<file path="src/rtl/bch_decoder_seq_if.sv">
// Handshake bundle for the sequential t=2 BCH decoder.
// master = upstream/downstream driver side, slave = decoder side.
interface bch_decoder_seq_if #(
   parameter int N = 31
);
   logic         in_valid;
   logic         in_ready;
   logic [N-1:0] codeword_i;
   logic         out_valid;
   logic         out_ready;
   logic [N-1:0] corrected_o;
   logic [1:0]   err_count_o;
   logic         uncorrectable_o;

   modport master (
      output in_valid, codeword_i, out_ready,
      input  in_ready, out_valid, corrected_o,
      input  err_count_o, uncorrectable_o
   );

   modport slave (
      input  in_valid, codeword_i, out_ready,
      output in_ready, out_valid, corrected_o,
      output err_count_o, uncorrectable_o
   );
endinterface

</file>
<file path="src/rtl/bch_decoder_seq.sv">
// Sequential t=2 binary BCH decoder over GF(2^M).
// Bit-serial syndromes, closed-form locator, serial Chien search.
module bch_decoder_seq #(
   parameter int             M         = 5,
   parameter int             N         = 31,
   parameter logic [M-1:0]   PRIM_POLY = 5'h05
) (
   input logic               clk,
   input logic               rst,
   bch_decoder_seq_if.slave  bus
);

   localparam int CW = $clog2(N);

   typedef enum logic [2:0] {
      IDLE, SYND, KEY, CHIEN, DONE
   } state_t;

   state_t        state;
   logic [N-1:0]  raw;
   logic [N-1:0]  mask;
   logic [N-1:0]  corr_q;
   logic [M-1:0]  s1, s3;
   logic [M-1:0]  t0, t1, t2;
   logic [CW-1:0] cnt;
   logic [1:0]    deg, roots, err_q;
   logic          unc_syn, unc_q;
   logic          in_ready_q, out_valid_q;

   logic          hit;
   logic [N-1:0]  mask_nx;
   logic [1:0]    roots_nx;
   logic          fail_nx;
   logic [M-1:0]  s1_sq, s1_cu, l2;

   function automatic logic [M-1:0] mul_a(
      input logic [M-1:0] x
   );
      return {x[M-2:0], 1'b0} ^
             (x[M-1] ? PRIM_POLY : '0);
   endfunction

   // Multiply by alpha^-1: fold the polynomial back in when bit 0 is set.
   function automatic logic [M-1:0] div_a(
      input logic [M-1:0] x
   );
      logic [M-1:0] y;
      y = x ^ PRIM_POLY;
      return x[0] ? {1'b1, y[M-1:1]}
                  : {1'b0, x[M-1:1]};
   endfunction

   function automatic logic [M-1:0] gf_mul(
      input logic [M-1:0] a,
      input logic [M-1:0] b
   );
      logic [M-1:0] r;
      r = '0;
      for (int k = M - 1; k >= 0; k--) begin
         r = mul_a(r) ^ (b[k] ? a : '0);
      end
      return r;
   endfunction

   always_comb begin
      hit      = (t0 ^ t1 ^ t2) == '0;
      mask_nx  = mask |
                 ({{(N-1){1'b0}}, hit} << cnt);
      roots_nx = roots;
      if (hit && roots != 2'd3) begin
         roots_nx = roots + 2'd1;
      end
      fail_nx  = unc_syn | (roots_nx != deg);
      s1_sq    = gf_mul(s1, s1);
      s1_cu    = gf_mul(s1_sq, s1);
      l2       = s3 ^ s1_cu;
   end

   always_ff @(posedge clk) begin
      if (rst) begin
         state       <= IDLE;
         raw         <= '0;
         mask        <= '0;
         corr_q      <= '0;
         s1          <= '0;
         s3          <= '0;
         t0          <= '0;
         t1          <= '0;
         t2          <= '0;
         cnt         <= '0;
         deg         <= '0;
         roots       <= '0;
         err_q       <= '0;
         unc_syn     <= 1'b0;
         unc_q       <= 1'b0;
         in_ready_q  <= 1'b1;
         out_valid_q <= 1'b0;
      end else begin
         unique case (state)
            IDLE: begin
               if (bus.in_valid) begin
                  raw        <= bus.codeword_i;
                  s1         <= '0;
                  s3         <= '0;
                  cnt        <= CW'(N - 1);
                  in_ready_q <= 1'b0;
                  state      <= SYND;
               end
            end
            SYND: begin
               s1 <= mul_a(s1) ^
                     {{(M-1){1'b0}}, raw[cnt]};
               s3 <= mul_a(mul_a(mul_a(s3))) ^
                     {{(M-1){1'b0}}, raw[cnt]};
               if (cnt == '0) begin
                  state <= KEY;
               end else begin
                  cnt <= cnt - CW'(1);
               end
            end
            KEY: begin
               unique case (1'b1)
                  (s1 == '0 && s3 == '0): begin
                     t0      <= M'(1);
                     t1      <= '0;
                     t2      <= '0;
                     deg     <= 2'd0;
                     unc_syn <= 1'b0;
                  end
                  (s1 == '0 && s3 != '0): begin
                     t0      <= M'(1);
                     t1      <= '0;
                     t2      <= '0;
                     deg     <= 2'd0;
                     unc_syn <= 1'b1;
                  end
                  default: begin
                     t0      <= s1;
                     t1      <= s1_sq;
                     t2      <= l2;
                     deg     <= (l2 == '0) ? 2'd1 : 2'd2;
                     unc_syn <= 1'b0;
                  end
               endcase
               mask  <= '0;
               roots <= '0;
               cnt   <= '0;
               state <= CHIEN;
            end
            CHIEN: begin
               t1    <= div_a(t1);
               t2    <= div_a(div_a(t2));
               mask  <= mask_nx;
               roots <= roots_nx;
               if (cnt == CW'(N - 1)) begin
                  corr_q      <= fail_nx ? raw : raw ^ mask_nx;
                  err_q       <= fail_nx ? 2'd0 : deg;
                  unc_q       <= fail_nx;
                  out_valid_q <= 1'b1;
                  state       <= DONE;
               end else begin
                  cnt <= cnt + CW'(1);
               end
            end
            DONE: begin
               if (bus.out_ready) begin
                  out_valid_q <= 1'b0;
                  in_ready_q  <= 1'b1;
                  state       <= IDLE;
               end
            end
            default: begin
               state <= IDLE;
            end
         endcase
      end
   end

   assign bus.in_ready        = in_ready_q;
   assign bus.out_valid       = out_valid_q;
   assign bus.corrected_o     = corr_q;
   assign bus.err_count_o     = err_q;
   assign bus.uncorrectable_o = unc_q;

endmodule

</file>
<file path="src/flat_wrapper.sv">
// flat-port wrapper written by rule: the top's interface ports become plain ports
module bch_decoder_seq_flat 
#(
   parameter int             M         = 5,
   parameter int             N         = 31,
   parameter logic [M-1:0]   PRIM_POLY = 5'h05
)
  (clk, rst, bus_in_valid, bus_codeword_i, bus_out_ready, bus_in_ready, bus_out_valid, bus_corrected_o, bus_err_count_o, bus_uncorrectable_o);
  bch_decoder_seq_if #(.N(N)) bus_i ();
  input logic clk;
  input logic rst;
  input wire logic [$bits(bus_i.in_valid)-1:0] bus_in_valid;
  input wire logic [$bits(bus_i.codeword_i)-1:0] bus_codeword_i;
  input wire logic [$bits(bus_i.out_ready)-1:0] bus_out_ready;
  output wire logic [$bits(bus_i.in_ready)-1:0] bus_in_ready;
  output wire logic [$bits(bus_i.out_valid)-1:0] bus_out_valid;
  output wire logic [$bits(bus_i.corrected_o)-1:0] bus_corrected_o;
  output wire logic [$bits(bus_i.err_count_o)-1:0] bus_err_count_o;
  output wire logic [$bits(bus_i.uncorrectable_o)-1:0] bus_uncorrectable_o;
  assign bus_i.in_valid = bus_in_valid;
  assign bus_i.codeword_i = bus_codeword_i;
  assign bus_i.out_ready = bus_out_ready;
  assign bus_in_ready = bus_i.in_ready;
  assign bus_out_valid = bus_i.out_valid;
  assign bus_corrected_o = bus_i.corrected_o;
  assign bus_err_count_o = bus_i.err_count_o;
  assign bus_uncorrectable_o = bus_i.uncorrectable_o;
  bch_decoder_seq #(.M(M), .N(N), .PRIM_POLY(PRIM_POLY)) u_core (.clk(clk), .rst(rst), .bus(bus_i));
endmodule
</file>
<file path="config.mk">
export PLATFORM = sky130hd
export DESIGN_NAME = bch_decoder_seq_flat
export DESIGN_NICKNAME = d
export VERILOG_FILES = /design/src/rtl/bch_decoder_seq_if.sv /design/src/rtl/bch_decoder_seq.sv /design/src/flat_wrapper.sv
export SDC_FILE = /design/constraint.sdc
export NUM_CORES = 1
export LEC_CHECK = 0
export BUFFER_PORTS_ARGS = -buffer_cell sky130_fd_sc_hd__buf_4
export CAP_MARGIN = 40
export CORE_ASPECT_RATIO = 1.2
export CORE_MARGIN = 1.5
export CORE_UTILIZATION = 58
export DETAILED_ROUTE_END_ITERATION = 10
export PLACE_DENSITY = 0.83
export SLEW_MARGIN = 40
export SYNTH_ARGS = -nofsm -noshare
export SYNTH_HDL_FRONTEND = slang
export SYNTH_SLANG_ARGS = --single-unit
</file>
<file path="constraint.sdc">
create_clock -name clk -period 3.6 [get_ports clk]
set_clock_uncertainty 0.1 [all_clocks]
set_input_delay 0.54 -clock clk [delete_from_list [all_inputs] [get_ports clk]]
set_output_delay 0.54 -clock clk [all_outputs]
set_load 0.01 [all_outputs]
</file>
==> flow_metrics.tcl <==
set metrics [dict create \
    routed_via_density 6.14 \
    synth_area_um2 6940 \
    dieArea_um2 12600 \
    status "finished, final reports clean" \
    finalSetupViolations 0 \
    worst_hold_slack_ps 257 \
    ant_nets 0 \
    postSynthCellCount 834 \
    crit_path_cell_trace "inv_1 -> ha_1 -> xnor2_1 -> mux2i_1 -> xnor2_1 -> or4_1 -> a2111o_1 -> a22o_2" \
    grt_util_all_layers 0.311 \
    critPathLaunchType "flip-flop" \
    syn_area_per_cell_um2 8.32 \
    final_layout_size_suffix_gt1_frac 0.165 \
    wl_per_cell_um 17.9 \
    swShare 0.381 \
    die_w_um 103 \
    coreArea_um2 11600 \
    cts_tree "yes" \
    clk_pin_slew_worst_paths_ps 60 \
    grt_pass1_vias 6160 \
    root_buffer "clkbuf_16" \
    yosys-top-cells-area "dfxtp_1 39%, nand2_1 7.0%, xnor2_1 6.3%, a21oi_1 5.7%, nor2_1 3.6%" \
    rsz0062_at_grt "no" \
    cpMostUsedCell "xnor2_1" \
    grt_pass1_wl_um 30100 \
    slew_violations 0 \
    firstDrtPassIters 5 \
    seq_area_frac_synth 0.392 \
    crit_fanout 12 \
    p_comb_frac 0.343 \
    post-route-period-util 0.878 \
    ir_worst_vdd_uv 412 \
    p_int_mw 3.35 \
    htreeDepth 4 \
    synth_edf_count 0 \
    grt_max_degree 48 \
    post_cts_buffers 0 \
    wl_um 18600 \
    gp_congestion 0.946 \
    slowest_stage "dfxtp_1" \
    min_path_type "input pin to flip-flop" \
    cts_buffers 17 \
    antenna_found_initial 0 \
    ff2ff_path_depth 8 \
    finalHoldViolations 0 \
    synth_cell_type_count 63 \
    cts_hold_buf 0 \
    ys.flop_type "dfxtp_1" \
    clk_path_buf_depth 2 \
    clock_latency_ps 430 \
    power_frac_seq 0.335 \
    io_buffers 70 \
    postLayoutSetupSlackWorst_ps 440 \
    slew_headroom 0.537 \
    power.switching_mw 2.07 \
    drt_iter0_markers 388 \
    syn_nets 880 \
    hold_depth 3 \
    p_leak_nw 2.88 \
    vias 6376 \
    critPathKind "flip-flop to flip-flop" \
    nNetsFinal 915 \
    rows 43 \
    cts_resized 0 \
    setup_tns_ps 0 \
    pre_cts_slack_ps 492 \
    initial_core_util 0.597 \
    dpl.hpwl_um 12500 \
    synth.ff_latch_count 136 \
    power_frac_clock 0.322 \
    cellPowerDensity_nw_per_um2 668 \
    cts.sinks 136 \
    async_flop_share 0 \
    cpPeakStageDelay_ps 530 \
    num_io_pins 71 \
    yosysTopAreaCell "dfxtp_1" \
    arrival_ps 3380 \
    ys_warn_count 0 \
    areaGrowthSynthToFinish_pct 17.0 \
    maxCapViolCount 0 \
    overflow 0 \
    layout_min_cycle_time_ps 3160 \
    die_h_um 123 \
    antenna_cells 0 \
    critPathRequiredTime_ps 3820 \
    cp-end-kind "flip-flop" \
    drc_errors 0 \
    yosysTopAreaCellShare 0.392 \
    clock.fmax_ghz 0.316 \
    tightestPinTransition_ps 692 \
    fin_util 0.699 \
]
## registers in the layout, indices dropped and copies added (netlist names), 3 cells and up
| register | flops |
|---|---|
| u_core.mask | 31 |
| u_core.s1 | 5 |
| u_core.t2 | 5 |
| u_core.raw | 31 |
| u_core.s3 | 5 |
| u_core.cnt | 5 |
| u_core.t0 | 5 |
| u_core.state | 3 |
| u_core.t1 | 5 |
| u_core.bus.corrected_o | 31 |
## path summary, 6_finish.rpt
kind | startpoint | endpoint | slack, ps
setup / recovery | u_core.s1[4] | u_core.deg[1] | 440
hold / removal | bus_codeword_i[0] | u_core.raw[0] | 260
setup reg to reg | u_core.s1[4] | u_core.deg[1] | 440
hold reg to reg | u_core.bus.corrected_o[4] | u_core.bus.corrected_o[4] | 350
## power by group through the flow
stage	registers, mW	logic (mW)	clock network, mW
after floorplan	1.74	1.46	0
after CTS	1.81	1.83	1.75
after global placement	1.83	1.77	0
after global routing	1.83	2.01	1.82
final	1.82	1.86	1.74
after detailed placement	1.84	1.82	0
## layout make-up
type / count / area, um2
Multi-Input combinational cell: 612 / 3900
Fill cell: 937 / 3500
Sequential cell: 136 / 2720
Timing Repair Buffer: 88 / 661
Clock buffer: 24 / 502
Tap cell: 157 / 196
Clock inverter: 7 / 91.3
Inverter: 14 / 52.6
## synthesized netlist by cell type (13+ instances only)
cell,count
a211oi_1,32
a21oi_1,79
a41oi_1,25
clkbuf_1,56
dfxtp_1,136
inv_1,13
nand2_1,129
nor2_1,66
nor3_1,30
o21ai_0,32
xnor2_1,50
## stage by stage
| stage | std cells | total power, mW | instance area [um2] |
|---|---|---|---|
| 2_1_floorplan | 834 | 3.19 | 6940 |
| 3_3_place_gp | 1007 | 3.60 | 7520 |
| 3_5_place_dp | 1007 | 3.66 | 7530 |
| 4_1_cts | 1038 | 5.39 | 8120 |
| 5_1_grt | 1038 | 5.66 | 8120 |
| 6_report | 1038 | 5.42 | 8120 |
## cells in the final DEF, fill, tap and decap left out, types with 4 or more instances in the layout
cell type / n
nand2_1: 129
xnor2_1: 50
nand4_1: 9
a221oi_1: 7
o21ai_0: 32
clkbuf_8: 5
a41oi_1: 25
a211oi_1: 32
a21oi_1: 79
xor2_1: 7
inv_1: 13
mux2i_1: 7
and3_1: 5
nand2b_1: 8
a221oi_2: 4
nor3_1: 30
buf_4: 88
ha_1: 10
nand3_1: 12
mux4_2: 7
xnor3_1: 4
or4_1: 4
nor2_2: 4
nor2_1: 62
dfxtp_1: 136
o21a_1: 12
o21ai_1: 11
nor2b_1: 4
clkbuf_16: 17
## metal layers
metal  share of wire  GRT usage  wire, um  up-vias
li1                -          -         -     3037
met1            0.40      0.361      7410     3018
met2            0.51      0.537      9470      274
met3           0.061     0.0723      1140       47
met4           0.033      0.149       610        0
met5               0          0         0        -
## cell families (layout without fill, tap and decap cells)
group                    Yosys count  in the layout  synth area share
AND/OR/NAND/NOR                  291            291             0.189
multiplexers                      16             16            0.0360
buffers and inverters             86            133            0.0487
XOR/XNOR                          64             64            0.0957
adder cells (fa/ha/maj)           11             11            0.0209
flip-flops                       136            136             0.392
AO/OA/AOI/OAI                    230            230             0.218
## critical path: cells and delay by family (launching register included)
| kind | cells | cell delay (ps) |
|---|---|---|
| adders and majority gates | 1 | 380 |
| DFF | 1 | 530 |
| muxes | 1 | 260 |
| and+or+nand+nor | 1 | 490 |
| buffers and inverters | 1 | 230 |
| AOI/OAI and AO/OA | 2 | 660 |
| xor gates and xnor gates | 2 | 390 |
Note: power is estimated with default switching activity, not from simulation.
